File: config.mk
export PLATFORM = sky130hd
export DESIGN_NAME = shift_reg_param
export DESIGN_NICKNAME = d
export VERILOG_FILES = /design/src/rtl/shift_pkg.sv /design/src/rtl/shift_stage.sv /design/src/rtl/shift_reg_param.sv
export SDC_FILE = /design/constraint.sdc
export NUM_CORES = 1
export LEC_CHECK = 0
export ABC_CLOCK_PERIOD_IN_PS = 1600
export CORE_AREA = 2 2 41 43
export DETAILED_ROUTE_END_ITERATION = 12
export DIE_AREA = 0 0 43 45
export PLACE_DENSITY = 0.8
export SYNTH_ARGS = -nofsm -noshare
export SYNTH_HDL_FRONTEND = slang
export SYNTH_SLANG_ARGS = --single-unit
File: constraint.sdc
create_clock -name clk -period 1.6 [get_ports clk]
set_input_delay 0.48 -clock clk [delete_from_list [all_inputs] [get_ports clk]]
set_output_delay 0.48 -clock clk [all_outputs]
set_load 0.01 [all_outputs]
File: src/rtl/shift_pkg.sv
// Shared definitions for the multi-mode shift register: mode encodings, the
// per-stage next-value select, and the occupancy counter width helper.
package shift_pkg;

   localparam logic [1:0] MODE_HOLD = 2'b00;
   localparam logic [1:0] MODE_UP   = 2'b01;
   localparam logic [1:0] MODE_DN   = 2'b10;
   localparam logic [1:0] MODE_LOAD = 2'b11;

   typedef enum logic [1:0] {
      SEL_HOLD,
      SEL_BELOW,
      SEL_ABOVE,
      SEL_LOAD
   } stage_sel_e;

   // Width needed to represent an occupancy of 0..depth inclusive.
   function automatic int unsigned count_width(input int unsigned depth);
      return $clog2(depth + 1);
   endfunction

endpackage

File: src/rtl/shift_stage.sv
// One WIDTH-bit stage of the shift chain with a 4-way next-value select
// (hold, from the stage below, from the stage above, parallel load).
module shift_stage
   import shift_pkg::*;
#(
   parameter int unsigned WIDTH = 1
) (
   input  logic             clk,
   input  logic             rst,
   input  stage_sel_e       sel,
   input  logic [WIDTH-1:0] below,
   input  logic [WIDTH-1:0] above,
   input  logic [WIDTH-1:0] load,
   output logic [WIDTH-1:0] q
);

   logic [WIDTH-1:0] q_d;

   always_comb begin
      q_d = q;
      unique case (sel)
         SEL_HOLD:  q_d = q;
         SEL_BELOW: q_d = below;
         SEL_ABOVE: q_d = above;
         SEL_LOAD:  q_d = load;
         default:   q_d = q;
      endcase
   end

   always_ff @(posedge clk or posedge rst) begin
      if (rst) begin
         q <= '0;
      end else begin
         q <= q_d;
      end
   end

endmodule

File: src/rtl/shift_reg_param.sv
// Parametrised shift register: shift up/down, rotate, parallel load, plus a
// saturating occupancy count. All outputs come straight from registers.
module shift_reg_param
   import shift_pkg::*;
#(
   parameter  int unsigned WIDTH = 1,
   parameter  int unsigned DEPTH = 4,
   localparam int unsigned CW    = $clog2(DEPTH + 1)
) (
   input  logic                   clk,
   input  logic                   rst,
   input  logic                   en,
   input  logic [1:0]             mode,
   input  logic                   rot,
   input  logic [WIDTH-1:0]       din,
   input  logic [DEPTH*WIDTH-1:0] pin,
   output logic [WIDTH-1:0]       dout_hi,
   output logic [WIDTH-1:0]       dout_lo,
   output logic [DEPTH*WIDTH-1:0] pout,
   output logic [CW-1:0]          count,
   output logic                   full
);

   localparam logic [CW-1:0] FULL_CNT = CW'(DEPTH);

   logic [WIDTH-1:0] stage_q [DEPTH];
   logic [WIDTH-1:0] wrap_lo;
   logic [WIDTH-1:0] wrap_hi;
   stage_sel_e       sel;
   logic [CW-1:0]    count_q, count_d;
   logic             full_q;

   always_comb begin
      sel = SEL_HOLD;
      if (en) begin
         unique case (mode)
            MODE_UP:   sel = SEL_BELOW;
            MODE_DN:   sel = SEL_ABOVE;
            MODE_LOAD: sel = SEL_LOAD;
            default:   sel = SEL_HOLD;
         endcase
      end
   end

   // Edge stages take either the serial input or the wrapped opposite end.
   assign wrap_lo = rot ? stage_q[DEPTH-1] : din;
   assign wrap_hi = rot ? stage_q[0] : din;

   for (genvar i = 0; i < DEPTH; i++) begin : g_stage
      logic [WIDTH-1:0] below;
      logic [WIDTH-1:0] above;

      if (i == 0) begin : g_lo_edge
         assign below = wrap_lo;
      end else begin : g_lo_mid
         assign below = stage_q[i-1];
      end

      if (i == DEPTH - 1) begin : g_hi_edge
         assign above = wrap_hi;
      end else begin : g_hi_mid
         assign above = stage_q[i+1];
      end

      shift_stage #(
         .WIDTH(WIDTH)
      ) u_stage (
         .clk  (clk),
         .rst  (rst),
         .sel  (sel),
         .below(below),
         .above(above),
         .load (pin[i*WIDTH +: WIDTH]),
         .q    (stage_q[i])
      );

      assign pout[i*WIDTH +: WIDTH] = stage_q[i];
   end

   // Occupancy since reset/load: serial inserts count, rotates do not.
   always_comb begin
      count_d = count_q;
      if (en) begin
         unique case (mode)
            MODE_UP, MODE_DN: begin
               if (!rot && (count_q != FULL_CNT)) begin
                  count_d = count_q + CW'(1);
               end
            end
            MODE_LOAD: count_d = FULL_CNT;
            default:   count_d = count_q;
         endcase
      end
   end

   always_ff @(posedge clk or posedge rst) begin
      if (rst) begin
         count_q <= '0;
         full_q  <= 1'b0;
      end else begin
         count_q <= count_d;
         full_q  <= (count_d == FULL_CNT);
      end
   end

   assign dout_hi = stage_q[DEPTH-1];
   assign dout_lo = stage_q[0];
   assign count   = count_q;
   assign full    = full_q;

endmodule
==> impl_metrics.csv, run 1 <==
group,metric,value,unit
route,drt-wirelength-per-cell,16.3,um
timing,fin_tns_setup,0,ns
setup_path,rrSetupSlack,0.04,ns
status,status,"finished clean",
synth,synth-seq-cells,8,
setup_path,r2r_cells,6,
timing,fin_hold_ws,0.451,ns
timing,setup_viol,0,
place,routabilityCongestion,0.778,
clock_network,path_clk_slew,0.05,ns
pwr,p_clk_share,14.7,%
flow_run,maxCapViolCount,0,
floorplan,rows,14,
timing,max_freq,0.643,GHz
synth,postSynthCellCount,52,
floorplan,die_w,43,um
timing,max-slew-margin-rel,80.4,%
clock_network,h-tree-depth,1,
global_route,grt_max_degree,9,
pwr,power_leakage,0.459,nW
final_layout,antenna_cells,0,
timing,slew_violations,0,
route,wl,1660,um
timing,clock_skew,0.000386,ns
global_route,grt_pass1_vias,557,
pwr,power_density,1160,nW/um2
floorplan,ios,21,
min_path,min-delay-path-class,"input pin to asynchronous set/reset pin",
synth,synth_cell_types,23,
setup_path,reg2reg_to,"count[2]$_DFF_PP0_",
final_layout,drive_above_1_share,41.9,%
pwr,intPower,0.691,mW
clock_network,cts_tree,"built",
clock_network,clk_path_buf_depth,2,
floorplan,die_area,1940,um2
pwr,worst_ir_drop_vdd,0.000405,V
timing,period_share,97.2,%
route,drc,0,
floorplan,dieHeight,45,um
floorplan,core_area,1470,um2
setup_path,cp.arrival,1.69,ns
final_layout,register_area,200,um2
route,drt_pass1_iterations,4,
setup_path,worstPathRequired,1.74,ns
clock_network,numCtsBuffers,3,
synth,ys_warn_count,0,
global_route,antenna_found_initial,0,
final_layout,fillers,135,
setup_path,slowest_stage,"dfrtp_1",
pwr,p_switching,0.402,mW
route,vias,585,
global_route,grt.overflow.total,0,
setup_path,crit_fanout,4,
clock_network,clock_latency,0.26,ns
clock_network,postCtsHoldBufs,0,
setup_path,startpoint_type,"flop",
route,via_per_inst,5.74,
route,ant_nets,0,
synth,syn-cell-area,603,um2
place,hpwl,1160,um
setup_path,path_buf_inv,2,
setup_path,crit_family,"compound AO/OA/AOI/OAI gates",
place,io_buffers,20,
final_layout,area_delta_synth_final,56.2,%
pwr,seqPwrFrac,32.4,%
timing,hold_viol,0,
setup_path,cp_cell_sequence,"buf_4 -> inv_1 -> ha_1 -> nand4bb_1 -> a211oi_2 -> a21oi_1",
setup_path,end_kind,"flop",
clock_network,cts_sinks,8,
route,drtIter0Drc,28,
floorplan,initial_utilization,41.0,%
synth,async_reset_ff_share,100,%
clock_network,root_buffer,"clkbuf_4",
setup_path,worst-setup-path-type,"flop to flop",
synth,ys_seq_area_share,33.2,%
pwr,swShare,36.8,%
synth,syn_avg_cell_area,11.6,um2
setup_path,slowest_delay,0.35,ns
pwr,combPwrFrac,52.9,%
final_layout,multi_input_area,378,um2
timing,tightest_slew,0.293,ns
timing,min_period,1.56,ns
synth,synthesis.nets,69,
synth,synth-edff-count,0,
setup_path,r2r-start,"count[0]$_DFF_PP0_",
synth,synthFlopType,"dfrtp_1",
global_route,gr-usage-all-layers,18.0,%
global_route,grt_pass1_wl,2500,um
final_layout,layout.nets,105,
## layout by cell type, fill, tap and decap left out, drive strengths merged
master / synthesis / routed
a211oi: 1 / 1
clkdlybuf4s50: 0 / 6
a21o: 1 / 1
mux4: 4 / 4
inv: 7 / 7
clkbuf: 0 / 4
dfrtp: 8 / 8
a21oi: 4 / 4
a41oi: 1 / 1
o21ai: 5 / 5
nand4bb: 1 / 1
nand2b: 1 / 1
a221oi: 1 / 1
mux2: 2 / 2
nand3: 2 / 2
nor2b: 1 / 1
buf: 4 / 16
and2b: 1 / 1
dlymetal6s2s: 0 / 2
o211ai: 1 / 1
ha: 6 / 6
dlygate4sd2: 0 / 10
nor3b: 1 / 1
## kinds of logic after synthesis
logic type                 after synthesis  share of synthesized area, %
and+or+nand+nor                          7                          8.51
buffers and inverters                   11                          9.34
muxes                                    6                          19.9
DFF                                      8                          33.2
AOI/OAI and AO/OA                       14                          16.6
adders and majority gates                6                          12.4
## state kept, by name, indices dropped and copies added, names as in the netlist
signal / count
count: 3
full: 1
g_stage.u_stage.q: 4
## stage by stage
stage	power (mW)	worst slack [ns]	instance area, um2	util (%)	instances
after global placement	0.919	-0.558	891	60.5	95
final	1.09	0.0441	942	64.0	102
after detailed placement	0.947	-0.644	891	60.5	95
after floorplan	0.680	0.00366	618	-	52
after global routing	1.16	-0.0515	942	64.0	102
after CTS	1.07	0.00501	932	63.4	102
## worst max-delay path by stage
stage,slack [ns],end,depth (start not counted),from
2_1_floorplan,0.004,g_stage[2].u_stage.q$_DFFE_PP0P_,4,mode[1]
4_1_cts,0.005,g_stage[0].u_stage.q$_DFFE_PP0P_,6,mode[0]
3_5_place_dp,-0.64,g_stage[1].u_stage.q$_DFFE_PP0P_,5,mode[1]
5_1_grt,-0.05,count[2]$_DFF_PP0_,6,count[0]$_DFF_PP0_
3_3_place_gp,-0.56,g_stage[2].u_stage.q$_DFFE_PP0P_,5,mode[1]
6_report,0.04,count[2]$_DFF_PP0_,6,count[0]$_DFF_PP0_
## power groups by stage
stage	Sequential, mW	Combinational (mW)	Clock [mW]
6_report	0.355	0.578	0.160
5_1_grt	0.367	0.618	0.172
4_1_cts	0.353	0.563	0.158
3_5_place_dp	0.375	0.572	0
3_3_place_gp	0.367	0.552	0
2_1_floorplan	0.371	0.309	0
## cell usage after synthesis, types with 2 or more instances
cell | count | area (um2)
mux2_2 | 2 | 22.5
ha_1 | 6 | 75.1
mux4_2 | 2 | 45.0
dfrtp_1 | 8 | 200
buf_4 | 4 | 30.0
mux4_1 | 2 | 52.6
a21oi_1 | 4 | 20.0
o21ai_0 | 2 | 10.0
nand3_1 | 2 | 10.0
inv_1 | 7 | 26.3
## metal layers
layer / track usage, % / vias to the layer above / share of wire, %
met1: 20.7 / 281 / 39
li1: - / 257 / -
met3: 2.80 / 10 / 4.8
met4: 14.5 / 0 / 4.1
met5: 0 / - / 0
met2: 30.0 / 37 / 52
## final cells by class
type / instances / share of cell area (%)
inverters: 7 / 2.79
well taps: 16 / 2.12
flip-flops and latches: 8 / 21.2
multi-input cells: 33 / 40.1
clock buffers: 3 / 2.39
repair buffers: 35 / 31.3
## repair_timing
action,4_1_cts,5_1_grt
gates cloned,0,0
endpoints found under the setup margin,17,6
buffers inserted,4,0
gates resized for setup,18,7
pin swaps,2,1
Note: power is estimated with default switching activity, not from simulation.
==> inputs of run 2 (changes only) <==
--- a/config.mk
+++ b/config.mk
@@ -9,6 +9,7 @@
 export CORE_AREA = 2 2 41 43
 export DETAILED_ROUTE_END_ITERATION = 12
 export DIE_AREA = 0 0 43 45
+export MAX_ROUTING_LAYER = met4
 export PLACE_DENSITY = 0.8
 export SYNTH_ARGS = -nofsm -noshare
 export SYNTH_HDL_FRONTEND = slang
==> run 2 against run 1 <==
Effect of this change: fmax increased by 0.16%; non-clock buffer count unchanged; worst hold slack got worse by 0.0018 ns; count of clock-buffer cells in the layout unchanged; final area unchanged; critical path type unchanged.
==> impl_metrics.csv, run 2 (synthesis gave the netlist of run 1 again) <==
group,metric,value,unit
final_layout,mostFrequentLayoutCell,"buf_4",
route,wl_met2,871,um
clock_network,clock_latency,0.26,ns
clock_network,path_clk_slew,0.05,ns
setup_path,worstPathRequired,1.74,ns
route,highest_layer,"met4",
setup_path,startpoint_type,"flop",
setup_path,cp.arrival,1.69,ns
clock_network,numCtsBuffers,3,
setup_path,end_kind,"flop",
timing,slew_violations,0,
timing,setup_viol,0,
timing,max-slew-margin-rel,80.6,%
floorplan,die_w,43,um
route,drc,0,
route,wl,1670,um
global_route,grt.overflow.total,0,
final_layout,layout.nets,105,
timing,min_period,1.55,ns
final_layout,drive_above_1_share,41.9,%
global_route,grt_max_degree,9,
route,via_per_inst,5.61,
route,drt_pass1_iterations,4,
final_layout,antenna_cells,0,
global_route,grt_pass1_vias,559,
setup_path,path_buf_inv,2,
route,met3_length,87,um
clock_network,root_buffer,"clkbuf_4",
timing,period_share,97.1,%
global_route,grt_pass1_wl,2480,um
timing,hold_viol,0,
floorplan,core_area,1470,um2
route,drtIter0Drc,28,
floorplan,rows,14,
global_route,antenna_found_initial,0,
floorplan,initial_utilization,41.0,%
status,status,"finished clean",
final_layout,area_delta_synth_final,56.2,%
clock_network,postCtsHoldBufs,0,
place,hpwl,1160,um
min_path,min-delay-path-class,"input pin to asynchronous set/reset pin",
timing,tightest_slew,0.291,ns
timing,fin_hold_ws,0.449,ns
timing,clock_skew,0.00254,ns
pwr,power_density,1160,nW/um2
clock_network,h-tree-depth,1,
setup_path,crit_family,"compound AO/OA/AOI/OAI gates",
pwr,finalPower,1.09,mW
setup_path,slowest_stage,"dfrtp_1",
final_layout,top_register,"g_stage.u_stage.q",
timing,max_freq,0.644,GHz
setup_path,crit_fanout,4,
final_layout,final_cell_mix,"15 x buf_4, 10 x dlygate4sd2_1, 8 x dfrtp_1",
setup_path,worst-setup-path-type,"flop to flop",
place,routabilityCongestion,0.789,
route,met1_length,639,um
clock_network,clk_path_buf_depth,2,
pwr,power_leakage,0.459,nW
final_layout,largest_reg_flops,4,
place,io_buffers,20,
flow_run,maxCapViolCount,0,
pwr,worst_ir_drop_vdd,0.000407,V
clock_network,cts_sinks,8,
floorplan,dieHeight,45,um
route,ant_nets,0,
global_route,gr-usage-all-layers,18.3,%
floorplan,die_area,1940,um2
setup_path,slowest_delay,0.35,ns
floorplan,ios,21,
route,vias,572,
clock_network,cts_tree,"built",
setup_path,cp_cell_sequence,"buf_4 -> inv_1 -> ha_1 -> nand4bb_1 -> a211oi_2 -> a21oi_1",
route,drt-wirelength-per-cell,16.3,um
[run 2: power breakdown]
| group | switching, mW | total (mW) | internal [mW] | leakage [nW] |
|---|---|---|---|---|
| Combinational | 0.256 | 0.579 | 0.323 | 0.345 |
| Clock | 0.0731 | 0.159 | 0.0861 | 0.0138 |
| Sequential | 0.0724 | 0.354 | 0.282 | 0.0998 |
| Total | 0.401 | 1.09 | 0.691 | 0.459 |
[run 2: worst paths after layout]
kind,start,end,slack [ns],depth (start not counted)
max in group asynchronous,rst,count[0]$_DFF_PP0_,0.93,2
worst min-delay path,rst,count[2]$_DFF_PP0_,0.45,2
min in group clk,count[1]$_DFF_PP0_,count[1]$_DFF_PP0_,0.62,2
worst max-delay path,count[0]$_DFF_PP0_,count[2]$_DFF_PP0_,0.05,6
worst max register to register,count[0]$_DFF_PP0_,count[2]$_DFF_PP0_,0.05,6
worst min register to register,count[1]$_DFF_PP0_,count[1]$_DFF_PP0_,0.62,2
[run 2: layer usage]
layer | global-route usage [%] | vias to the layer above
met5 | - | -
met4 | 14.5 | 0
met3 | 1.60 | 9
met2 | 30.0 | 32
met1 | 20.7 | 275
li1 | - | 256
[run 2: worst reg2reg max path, stage by stage (launching register included)]
cell,delay (ns)
dfrtp_1,0.35
buf_4,0.14
inv_1,0.07
ha_1,0.24
nand4bb_1,0.22
a211oi_2,0.35
a21oi_1,0.07
[run 2: final cells by class]
type / count / area [um2]
clock buffer: 3 / 22.5
fill: 135 / 529
inverter: 7 / 26.3
multi-input combinational: 33 / 378
sequential: 8 / 200
tap: 16 / 20.0
timing repair buffer: 35 / 295
[run 2: stage by stage]
step | utilization [%] | area (um2) | setup TNS, ns | worst slack (ns) | instances
2_1_floorplan | - | 618 | 0 | 0.00366 | 52
3_3_place_gp | 60.5 | 891 | -3.92 | -0.558 | 95
3_5_place_dp | 60.5 | 891 | -4.21 | -0.644 | 95
4_1_cts | 63.4 | 932 | 0 | 0.00501 | 102
5_1_grt | 64.0 | 942 | -0.0975 | -0.0515 | 102
6_report | 64.0 | 942 | 0 | 0.0466 | 102
[run 2: timing repair]
item / 4_1_cts / 5_1_grt
resized for setup: 18 / 7
endpoints found under the setup margin: 17 / 6
hold endpoints to repair: 0 / 0
setup buffers: 4 / 0
pin swaps: 2 / 1
==> inputs of run 3 (changes only) <==
--- a/config.mk
+++ b/config.mk
@@ -5,12 +5,12 @@
 export SDC_FILE = /design/constraint.sdc
 export NUM_CORES = 1
 export LEC_CHECK = 0
-export ABC_CLOCK_PERIOD_IN_PS = 1600
-export CORE_AREA = 2 2 41 43
+export ABC_CLOCK_PERIOD_IN_PS = 1300
+export CORE_AREA = 2 2 43 45
 export DETAILED_ROUTE_END_ITERATION = 12
-export DIE_AREA = 0 0 43 45
+export DIE_AREA = 0 0 45 47
 export MAX_ROUTING_LAYER = met4
-export PLACE_DENSITY = 0.8
+export PLACE_DENSITY = 0.77
 export SYNTH_ARGS = -nofsm -noshare
 export SYNTH_HDL_FRONTEND = slang
 export SYNTH_SLANG_ARGS = --single-unit
==> constraint.sdc (replaced) <==
create_clock -name clk -period 1.3 [get_ports clk]
set_input_delay 0.39 -clock clk [delete_from_list [all_inputs] [get_ports clk]]
set_output_delay 0.39 -clock clk [all_outputs]
set_load 0.01 [all_outputs]
==> run 3 against run 2 <==
Effect of this change: the flow now finishes with violations (negative setup slack); utilization is 2.3 points higher; routed wire length down 1.4%; clock skew is 0.0023 ns lower; critical path type unchanged; combinational power increased by 74%; sequential power up 16%; first-iteration DRC count is 68% lower; clock power increased by 31%; sequential share of layout area fell by 3.0 points; final area rose by 16%.
==> impl_metrics.csv, run 3 (synthesis gave the netlist of run 1 again) <==
group,metric,value,unit
status,status,"complete, but fails checks",
status,violations,"negative setup slack",
route,wl,1640,um
place,place_area,968,um2
floorplan,initial_utilization,36.5,%
clock_network,root_buffer,"clkbuf_4",
place,hpwl,1100,um
timing,setup_ws,-0.0544,ns
timing,period_share,104,%
floorplan,die_area,2120,um2
route,drtIter0Drc,9,
place,routabilityCongestion,0.740,
route,ant_nets,0,
final_layout,final_cell_area,1090,um2
floorplan,rows,15,
timing,min_period,1.35,ns
final_layout,mostFrequentLayoutCell,"buf_4",
timing,hold_viol,0,
timing,tightest_slew,0.353,ns
final_layout,top_register,"g_stage.u_stage.q",
setup_path,slowest_stage,"mux4_2",
min_path,min-delay-path-class,"input pin to asynchronous set/reset pin",
final_layout,final_core_util,66.3,%
timing,rsz0062_at_grt,"true",
clock_network,path_clk_slew,0.06,ns
flow_run,maxCapViolCount,0,
setup_path,crit_family,"multiplexers",
timing,max_freq,0.738,GHz
setup_path,worstPathRequired,1.44,ns
global_route,gr-usage-all-layers,17.0,%
final_layout,final_cell_mix,"21 x buf_4, 8 x dfrtp_1, 5 x clkdlybuf4s50_1",
final_layout,area_delta_synth_final,81.5,%
setup_path,cp.arrival,1.49,ns
setup_path,path_buf_inv,1,
floorplan,die_w,45,um
pwr,worst_ir_drop_vdd,0.000675,V
setup_path,slowest_delay,0.45,ns
timing,setup_viol,4,
final_layout,antenna_cells,0,
route,vias,576,
route,via_per_inst,5.19,
clock_network,cts_tree,"built",
setup_path,cp_cell_sequence,"buf_6 -> mux2_4 -> mux4_2",
pwr,power_density,1480,nW/um2
setup_path,end_kind,"flop",
global_route,grt_pass1_wl,2470,um
final_layout,layout.nets,113,
global_route,antenna_found_initial,0,
setup_path,worst-setup-path-type,"flop to flop",
route,drc,0,
clock_network,cts_sinks,8,
route,drt-wirelength-per-cell,14.8,um
setup_path,crit_fanout,4,
clock_network,clock_latency,0.26,ns
floorplan,ios,21,
place,io_buffers,20,
route,drt_pass1_iterations,4,
floorplan,core_area,1650,um2
timing,max-slew-margin-rel,76.4,%
pwr,power_leakage,0.495,nW
global_route,grt_max_degree,9,
clock_network,numCtsBuffers,3,
global_route,grt_pass1_vias,590,
clock_network,h-tree-depth,1,
timing,clock_skew,0.000236,ns
clock_network,clk_path_buf_depth,2,
global_route,grt.overflow.total,0,
timing,slew_violations,0,
setup_path,startpoint_type,"flop",
final_layout,largest_reg_flops,4,
floorplan,dieHeight,47,um
final_layout,drive_above_1_share,63.8,%
run 3: cell count changes in the layout (fill, tap and decap cells not counted), sizes merged:
cell,previous run,this run
buf,16,28
clkbuf,4,6
clkdlybuf4s15,0,3
clkdlybuf4s50,6,5
clkinv,0,1
dlygate4sd2,10,3
dlymetal6s2s,2,1
inv,7,6
run 3: repair_timing:
| action | 4_1_cts | 5_1_grt |
|---|---|---|
| pin swaps | 5 | 2 |
| hold buffers | 0 | 0 |
| gates resized for setup | 44 | 18 |
| endpoints found under the setup margin | 18 | 13 |
| setup buffers | 4 | 3 |
run 3: report_power, final:
group / internal, mW / total (mW) / switching [mW] / leakage (nW)
Sequential: 0.347 / 0.411 / 0.0642 / 0.0998
Combinational: 0.600 / 1.01 / 0.407 / 0.381
Clock: 0.107 / 0.209 / 0.102 / 0.0138
run 3: area by class of cell:
type,instances,area [um2]
flip-flops and latches,8,200
repair buffers,43,370
clock buffers,3,22.5
fillers,131,557
inverters,7,43.8
multi-input cells,33,437
well taps,17,21.3
run 3: through the flow:
step / TNS (ns) / setup slack (ns) / total power, mW / cells / hold WS, ns
after CTS: -0.372 / -0.118 / 1.52 / 109 / 0.410
after global placement: -5.71 / -0.784 / 1.27 / 102 / 0.619
after global routing: -0.336 / -0.0945 / 1.72 / 111 / 0.432
final: -0.122 / -0.0544 / 1.63 / 111 / 0.396
after detailed placement: -5.89 / -0.842 / 1.28 / 102 / 0.635
after floorplan: -0.598 / -0.158 / 0.867 / 52 / 0.206
run 3: routing by layer:
layer / vias to the layer above / track usage [%] / wire [um]
met1: 279 / 19.5 / 634
met2: 22 / 27.7 / 882
met4: 0 / 7.06 / 25
li1: 270 / - / -
met5: - / - / 0
met3: 5 / 5.00 / 102
run 3: worst paths after layout:
check | from | end | slack, ns | cells past startpoint
min in group clk | din | g_stage[3].u_stage.q$_DFFE_PP0P_ | 0.63 | 3
worst max register to register | g_stage[0].u_stage.q$_DFFE_PP0P_ | g_stage[3].u_stage.q$_DFFE_PP0P_ | -0.05 | 3
worst max-delay path | g_stage[0].u_stage.q$_DFFE_PP0P_ | g_stage[3].u_stage.q$_DFFE_PP0P_ | -0.05 | 3
max in group asynchronous | rst | g_stage[3].u_stage.q$_DFFE_PP0P_ | 0.65 | 2
worst min-delay path | rst | full$_DFF_PP0_ | 0.40 | 2
worst min register to register | g_stage[2].u_stage.q$_DFFE_PP0P_ | g_stage[3].u_stage.q$_DFFE_PP0P_ | 0.71 | 2
